--- config.mk ---
export PLATFORM = sky130hd
export DESIGN_NAME = pwm_audio_rx
export DESIGN_NICKNAME = d
export VERILOG_FILES = /design/src/rtl/pwm_audio_rx.sv
export SDC_FILE = /design/constraint.sdc
export NUM_CORES = 1
export LEC_CHECK = 0
export ABC_AREA = 1
export BUFFER_PORTS_ARGS = -buffer_cell sky130_fd_sc_hd__buf_2
export CAP_MARGIN = 0
export CORE_UTILIZATION = 55
export CTS_CLUSTER_DIAMETER = 40
export CTS_CLUSTER_SIZE = 12
export DETAILED_ROUTE_END_ITERATION = 12
export PLACE_DENSITY = 0.73
export SLEW_MARGIN = 30
export SYNTH_ARGS = -nofsm -noshare
export SYNTH_HDL_FRONTEND = slang
export SYNTH_SLANG_ARGS = --single-unit
--- constraint.sdc ---
create_clock -name clk -period 5.1 [get_ports clk]
set_input_delay 1.02 -clock clk [delete_from_list [all_inputs] [get_ports clk]]
set_output_delay 1.02 -clock clk [all_outputs]
set_load 0.02 [all_outputs]
--- src/rtl/pwm_audio_rx.sv ---
// PWM audio receiver: synchronises a 1-bit PWM stream, locks onto its frame
// period and reports each frame's high-time count as a saturated sample.
module pwm_audio_rx #(
  parameter int unsigned PERIOD     = 256,
  parameter int unsigned SAMPLE_W   = 8,
  parameter int unsigned LOCK_COUNT = 4
) (
  input  logic                clk,
  input  logic                rst_n,
  input  logic                pwm_in,
  output logic [SAMPLE_W-1:0] sample,
  output logic                sample_valid,
  output logic                locked,
  output logic                frame_err
);

  localparam int unsigned PW = $clog2(PERIOD);
  localparam int unsigned HW = $clog2(PERIOD + 1);
  localparam int unsigned GW = $clog2(LOCK_COUNT + 1);
  localparam int unsigned CW = (HW > SAMPLE_W) ? HW + 1 : SAMPLE_W + 1;

  localparam logic [PW-1:0]       LAST      = PW'(PERIOD - 1);
  localparam logic [GW-1:0]       GOOD_LAST = GW'(LOCK_COUNT - 1);
  localparam logic [SAMPLE_W-1:0] SMAX      = '1;

  typedef enum logic [1:0] {HUNT, TRAIN, LOCK} state_t;

  state_t              state, state_nxt;
  logic                sync_q, s, s_d;
  logic                rise;
  logic [PW-1:0]       period_cnt, period_nxt, period_inc;
  logic [HW-1:0]       high_cnt, high_nxt, high_acc;
  logic [GW-1:0]       good_cnt, good_nxt;
  logic [SAMPLE_W-1:0] sample_nxt, sample_sat;
  logic [CW-1:0]       frame_sum;
  logic                valid_nxt, err_nxt;
  logic                aligned, lock_hit;

  // two-flop synchroniser plus one delay stage for edge detection
  always_ff @(posedge clk or negedge rst_n) begin
    if (!rst_n) begin
      sync_q <= 1'b0;
      s      <= 1'b0;
      s_d    <= 1'b0;
    end else begin
      sync_q <= pwm_in;
      s      <= sync_q;
      s_d    <= s;
    end
  end

  assign rise       = s & ~s_d;
  assign aligned    = (period_cnt == '0);
  assign lock_hit   = aligned && (good_cnt == GOOD_LAST);
  assign period_inc = (period_cnt == LAST) ? '0 : period_cnt + PW'(1);
  assign high_acc   = high_cnt + HW'(s);
  assign frame_sum  = CW'(high_cnt) + CW'(s);
  assign sample_sat = (frame_sum > CW'(SMAX)) ? SMAX : frame_sum[SAMPLE_W-1:0];

  always_ff @(posedge clk or negedge rst_n) begin
    if (!rst_n) state <= HUNT;
    else        state <= state_nxt;
  end

  always_comb begin
    state_nxt = state;
    case (state)
      HUNT:    if (rise) state_nxt = TRAIN;
      TRAIN: begin
        if (rise) begin
          if (lock_hit) state_nxt = LOCK;
        end else if (aligned) begin
          state_nxt = HUNT;
        end
      end
      LOCK:    if (rise && !aligned) state_nxt = TRAIN;
      default: state_nxt = HUNT;
    endcase
  end

  // counter and output next values; every rise that (re)starts training anchors at 1
  always_comb begin
    period_nxt = period_cnt;
    high_nxt   = high_cnt;
    good_nxt   = good_cnt;
    sample_nxt = sample;
    valid_nxt  = 1'b0;
    err_nxt    = 1'b0;
    case (state)
      HUNT: begin
        if (rise) begin
          period_nxt = PW'(1);
          high_nxt   = HW'(1);
          good_nxt   = '0;
        end
      end
      TRAIN: begin
        period_nxt = period_inc;
        high_nxt   = high_acc;
        if (rise) begin
          period_nxt = PW'(1);
          high_nxt   = HW'(1);
          if (aligned && !lock_hit) good_nxt = good_cnt + GW'(1);
          else                      good_nxt = '0;
        end else if (aligned) begin
          period_nxt = '0;
          high_nxt   = '0;
          good_nxt   = '0;
        end
      end
      LOCK: begin
        period_nxt = period_inc;
        high_nxt   = high_acc;
        if (rise && !aligned) begin
          period_nxt = PW'(1);
          high_nxt   = HW'(1);
          good_nxt   = '0;
          err_nxt    = 1'b1;
        end else if (period_cnt == LAST) begin
          sample_nxt = sample_sat;
          valid_nxt  = 1'b1;
          high_nxt   = '0;
        end
      end
      default: ;
    endcase
  end

  always_ff @(posedge clk or negedge rst_n) begin
    if (!rst_n) begin
      period_cnt   <= '0;
      high_cnt     <= '0;
      good_cnt     <= '0;
      sample       <= '0;
      sample_valid <= 1'b0;
      locked       <= 1'b0;
      frame_err    <= 1'b0;
    end else begin
      period_cnt   <= period_nxt;
      high_cnt     <= high_nxt;
      good_cnt     <= good_nxt;
      sample       <= sample_nxt;
      sample_valid <= valid_nxt;
      locked       <= (state_nxt == LOCK);
      frame_err    <= err_nxt;
    end
  end

endmodule

==> Yosys cells after proc, flatten, opt, wreduce, memory -nomap -nowiden <==
Index checks and enable logic that the tools add are counted.
{ "totals": {"regBits": 36, "in_bits": 3, "output_inout_bits": 11} }
{ "op_classes": {"addsub": 4, "order_cmp": 1, "n_eq_ne": 8, "muxes": 30, "bitwise": 3, "reduce_logical": 11} }
{ "ops": {"columns": ["cell", "n"], "rows": [
  ["two-way mux 8 bit", 6],
  ["two-way mux 9 bit", 5],
  ["one-hot mux 9 bit (3 select lines)", 1],
  ["one-hot mux 8 bit (3 select lines)", 1],
  ["two-way mux 3 bit", 5],
  ["adder 9 x 1 -> 10 bit", 1],
  ["> comparator 10 x 8 -> 1 bit (second input constant)", 1],
  ["two-way mux 2 bit", 5],
  ["adder 9 x 1 -> 9 bit", 1],
  ["one-hot mux 3 bit (3 select lines)", 1],
  ["adder 8 x 1 -> 8 bit (second input constant)", 1],
  ["equality test 8 bit (second input constant)", 1],
  ["zero test 8 bit", 1],
  ["one-hot mux 2 bit (3 select lines)", 1],
  ["two-way mux 1 bit", 5],
  ["equality test 2 bit (second input constant)", 2],
  ["inequality test 2 bit (second input constant)", 2],
  ["AND reduction 4 bit", 1],
  ["adder 3 x 1 -> 3 bit (second input constant)", 1],
  ["equality test 3 x 2 -> 1 bit (second input constant)", 1],
  ["logical AND 1 bit", 3],
  ["inequality test 3 bit (second input constant)", 1],
  ["AND reduction 3 bit", 1],
  ["nonzero test 3 bit", 1],
  ["other kinds (6)", 8]
]} }

==> Depth between registers and ports, before layout <==
{ "logic_depth": {"depth_word": 7, "depth_mapped": 11, "mapped_depth_nobuf": 11} }

==> Worst setup path after synthesis <==
Ideal clock, no wire load.
{ "synth_timing": {"kind": "flip-flop to flip-flop", "startpoint": "register s", "endpoint": "register sample[3]", "setup_time_ns": 0.123, "t_arrival_ns": 1.513, "slack_ns": 3.464, "path_stages_with_launch": 10, "n_path_buf": 0, "synth_period_minus_slack_ns": 1.636, "cell_sequence": "dfrtp_1 > ha_1 > ha_1 > nand2_1 > nor2_2 > nand2_2 > xor2_2 > nand2_1 > o21ai_0 > nand2_1"} }
{ "synth_via": {"elab_chain_len": 4, "word_cells_on_any_way": 7, "cone_classes": "add/sub (1); order compare (1); mux (1); bitwise (2); reduce/logical (2)"} }
{ "synth_rtl": {"columns": ["item", "line_no", "source"], "rows": [
  ["start: declaration", "29", "logic sync_q, s, s_d;"],
  ["start signal: assignment", "47", "s <= sync_q;"],
  ["parallel branches: the longest is 4 deep, another holds adder 9 x 1 -> 10 bit", null, null],
  ["end signal: assignment", "142", "sample <= sample_nxt;"],
  ["end: declaration", "11", "output logic [SAMPLE_W-1:0] sample,"]
]} }
Parallel ways; which one is timed is not known.
A chain may end at the register's enable or synchronous reset.

==> Worst setup path after layout <==
{ "layout_timing": {"startpoint": "register state[0]", "endpoint": "register good_cnt[2]"} }
{ "layout_via": {"elab_chain_len": 3, "word_cells_on_any_way": 9, "cone_classes": "eq/ne (5); mux (1); reduce/logical (3)"} }
{ "layout_rtl": {"columns": ["item", "line_no", "source"], "rows": [
  ["start: declaration", "28", "state_t state, state_nxt;"],
  ["start signal: assignment", "62", "else state <= state_nxt;"],
  ["equality test 2 x 1 -> 1 bit, or another cell as far along", "89", "case (state)"],
  ["inequality test 3 bit (no source line), or another cell as far along", null, null],
  ["AND reduction 4 bit (no source line)", null, null],
  ["end signal: assignment", "141", "good_cnt <= good_nxt;"],
  ["end: declaration", "33", "logic [GW-1:0] good_cnt, good_nxt;"]
]} }
Parallel ways exist; a longest one is shown, timed or not.

==> flow_summary.json <==
{
  "synth_area_per_cell_um2": 8.20,
  "wl_um": 3960,
  "power_density_nw_per_um2": 352,
  "grt_pass1_wl_um": 7140,
  "synthDistinctLibCells": 29,
  "start_util": 0.578,
  "worstPathMaxFanout": 20,
  "slowest_delay_ns": 0.63,
  "fmax_ghz": 0.440,
  "nNetsFinal": 293,
  "crit_required_ns": 5.33,
  "status": "finished, final reports clean",
  "r2r_start": "state[0]$_DFF_PN0_",
  "worst_pin_slew_ns": 0.779,
  "grt_max_degree": 37,
  "cts_sinks": 36,
  "drv_slew": 0,
  "vias": 1730,
  "utilization": 0.633,
  "maxCapViolCount": 0,
  "clk_pin_slew_ns": 0.07,
  "power.leakage_nw": 1.24,
  "drt_iter0_markers": 85,
  "finalSetupViolations": 0,
  "r2r_end": "good_cnt[2]$_DFFE_PN0P_",
  "arrival_ns": 2.50,
  "io_pins": 14,
  "dieHeight_um": 64.5,
  "hold_viol": 0,
  "clock_path_buffers": 2,
  "final_common_cell": "nand2_1",
  "grt_usage": 0.224,
  "ys_ff_latch": 36,
  "fin_tns_setup_ns": 0,
  "hold_path_end": "s$_DFF_PN0_",
  "cts_tree": "yes",
  "row_count": 22,
  "die_x_um": 64.5,
  "antenna_found_initial": 0,
  "critPathLaunch": "state[0]$_DFF_PN0_",
  "portBuffers": 13,
  "viasPerCell": 5.27,
  "route.detailed.drc": 0,
  "cp_cell_sequence": "inv_1 > ha_1 > nand2_1 > nand2_1 > inv_1 > nand3_2 > inv_1 > nand3_1 > nand2_1",
  "area_growth_pct": 9.49,
  "crit_path_start_kind": "register",
  "holdCritStartpoint": "sync_q$_DFF_PN0_",
  "cp_top_family": "buffers and inverters",
  "hold_class": "register to register",
  "root_buffer": "clkbuf_8",
  "drive_above_1_share": 0.186,
  "ys_seq_area_frac": 0.419,
  "syn_nets": 276,
  "slew_headroom": 0.481,
  "holdBufCountCts": 0,
  "finalClockSkew_ns": 0.00620,
  "crit_slowest_cell": "inv_1",
  "reg2reg_depth": 9,
  "gp_congestion": 0.839,
  "cts_buffers": 5,
  "ant_nets": 0,
  "avgRoutedWirePerCell_um": 12.1,
  "fin_crit_ns": 2.27,
  "grt.overflow.total": 0,
  "fin_crit_sh": 0.446,
  "cts.repair_timing.setup_buffer_count": 0,
  "cts_resized": 0,
  "hpwl_um": 2980,
  "yosys_warnings": 0,
  "syn_area_um2": 2150,
  "firstDrtPassIters": 4,
  "rsz0062_at_grt": "false",
  "worst_setup_path_end_kind": "register",
  "fp.dieArea_um2": 4160,
  "insertion_delay_ns": 0.29,
  "syn-instance-count": 262,
  "holdPathStages": 0,
  "core_um2": 3720,
  "r2r_slack_ns": 2.83,
  "critPathKind": "register to register",
  "ir_worst_vdd_mv": 0.268,
  "crit_buf_inv": 3,
  "grt_pass1_vias": 1659,
  "htreeDepth": 2,
  "final_cell_mix": "nand2_1, dfrtp_1, inv_1",
  "num_antenna_cells": 0
}
## routing by layer
metal | vias to the layer above | part of all wire | track usage
li1 | 872 | - | -
met1 | 826 | 0.48 | 0.296
met2 | 25 | 0.48 | 0.354
met3 | 7 | 0.029 | 0.0563
met4 | 0 | 0.014 | 0.0833
met5 | - | 0 | 0
## power by group
part / internal [W] / switching (W) / total [W]
Clock: 0.000110 / 0.000103 / 0.000213
Combinational: 0.0000896 / 0.000199 / 0.000289
Sequential: 0.000306 / 0.0000212 / 0.000327
Total: 0.000505 / 0.000323 / 0.000829
## cell usage after synthesis
master	instances	area [µm²]
nand2_1	72	270
dfrtp_1	36	901
inv_1	33	124
nand3_1	24	120
o21ai_0	14	70.1
ha_1	11	138
nor2_1	11	41.3
nand2_2	6	37.5
nor3_1	5	25.0
a21oi_1	4	20.0
a21oi_2	4	35.0
inv_2	4	15.0
nand4_1	4	25.0
o22ai_1	4	25.0
xor2_1	4	35.0
buf_2	3	15.0
nor2_2	3	18.8
nor2_4	3	33.8
o21ai_1	3	15.0
nand2_4	2	22.5
nand2_8	2	40.0
nand3_2	2	20.0
nand3_4	2	35.0
inv_4	1	6.26
nor2_8	1	20.0
o211ai_1	1	7.51
o21ai_2	1	8.76
o21bai_1	1	7.51
xor2_2	1	16.3
## area by class of cell
type	instances	area (µm²)
Clock buffer	7	86.3
Clock inverter	1	7.51
Fill cell	335	1360
Inverter	38	145
Multi-Input combinational cell	185	1090
Sequential cell	36	901
Tap cell	48	60.1
Timing Repair Buffer	13	65.1
## registers in the layout, summed over array words and instances, names as in the netlist
signal and count:
state 2, locked 1, s_d 1, frame_err 1, good_cnt 3, s 1
sample_valid 1, sample 8, high_cnt 9, period_cnt 8, sync_q 1
## through the flow
| step | instances | total power [W] | hold slack, ns | instance area (µm²) | worst slack (ns) |
|---|---|---|---|---|---|
| floorplan | 262 | 0.000569 | 0.331 | 2150 | 3.46 |
| global placement | 320 | 0.000617 | 0.346 | 2260 | 2.98 |
| detailed placement | 320 | 0.000623 | 0.341 | 2260 | 2.86 |
| CTS | 328 | 0.000835 | 0.357 | 2350 | 2.83 |
| global route | 328 | 0.000891 | 0.360 | 2350 | 2.58 |
| finish | 328 | 0.000829 | 0.352 | 2350 | 2.83 |
## cells by family after synthesis
logic type	count (synthesis)	share of synthesized area
compound gates	32	0.0879
simple gates	137	0.330
xor+xnor	5	0.0239
flops	36	0.419
buf+inv	41	0.0745
fa+ha+maj	11	0.0641
## how the worst max path moves through the flow
stage / to / cells past startpoint
5_1_grt: good_cnt[2]$_DFFE_PN0P_ / 9
3_5_place_dp: good_cnt[0]$_DFFE_PN0P_ / 9
3_3_place_gp: good_cnt[0]$_DFFE_PN0P_ / 9
4_1_cts: good_cnt[0]$_DFFE_PN0P_ / 9
6_report: good_cnt[2]$_DFFE_PN0P_ / 9
2_1_floorplan: sample[3]$_DFFE_PN0P_ / 9
Note: power is estimated with default switching activity, not from simulation.
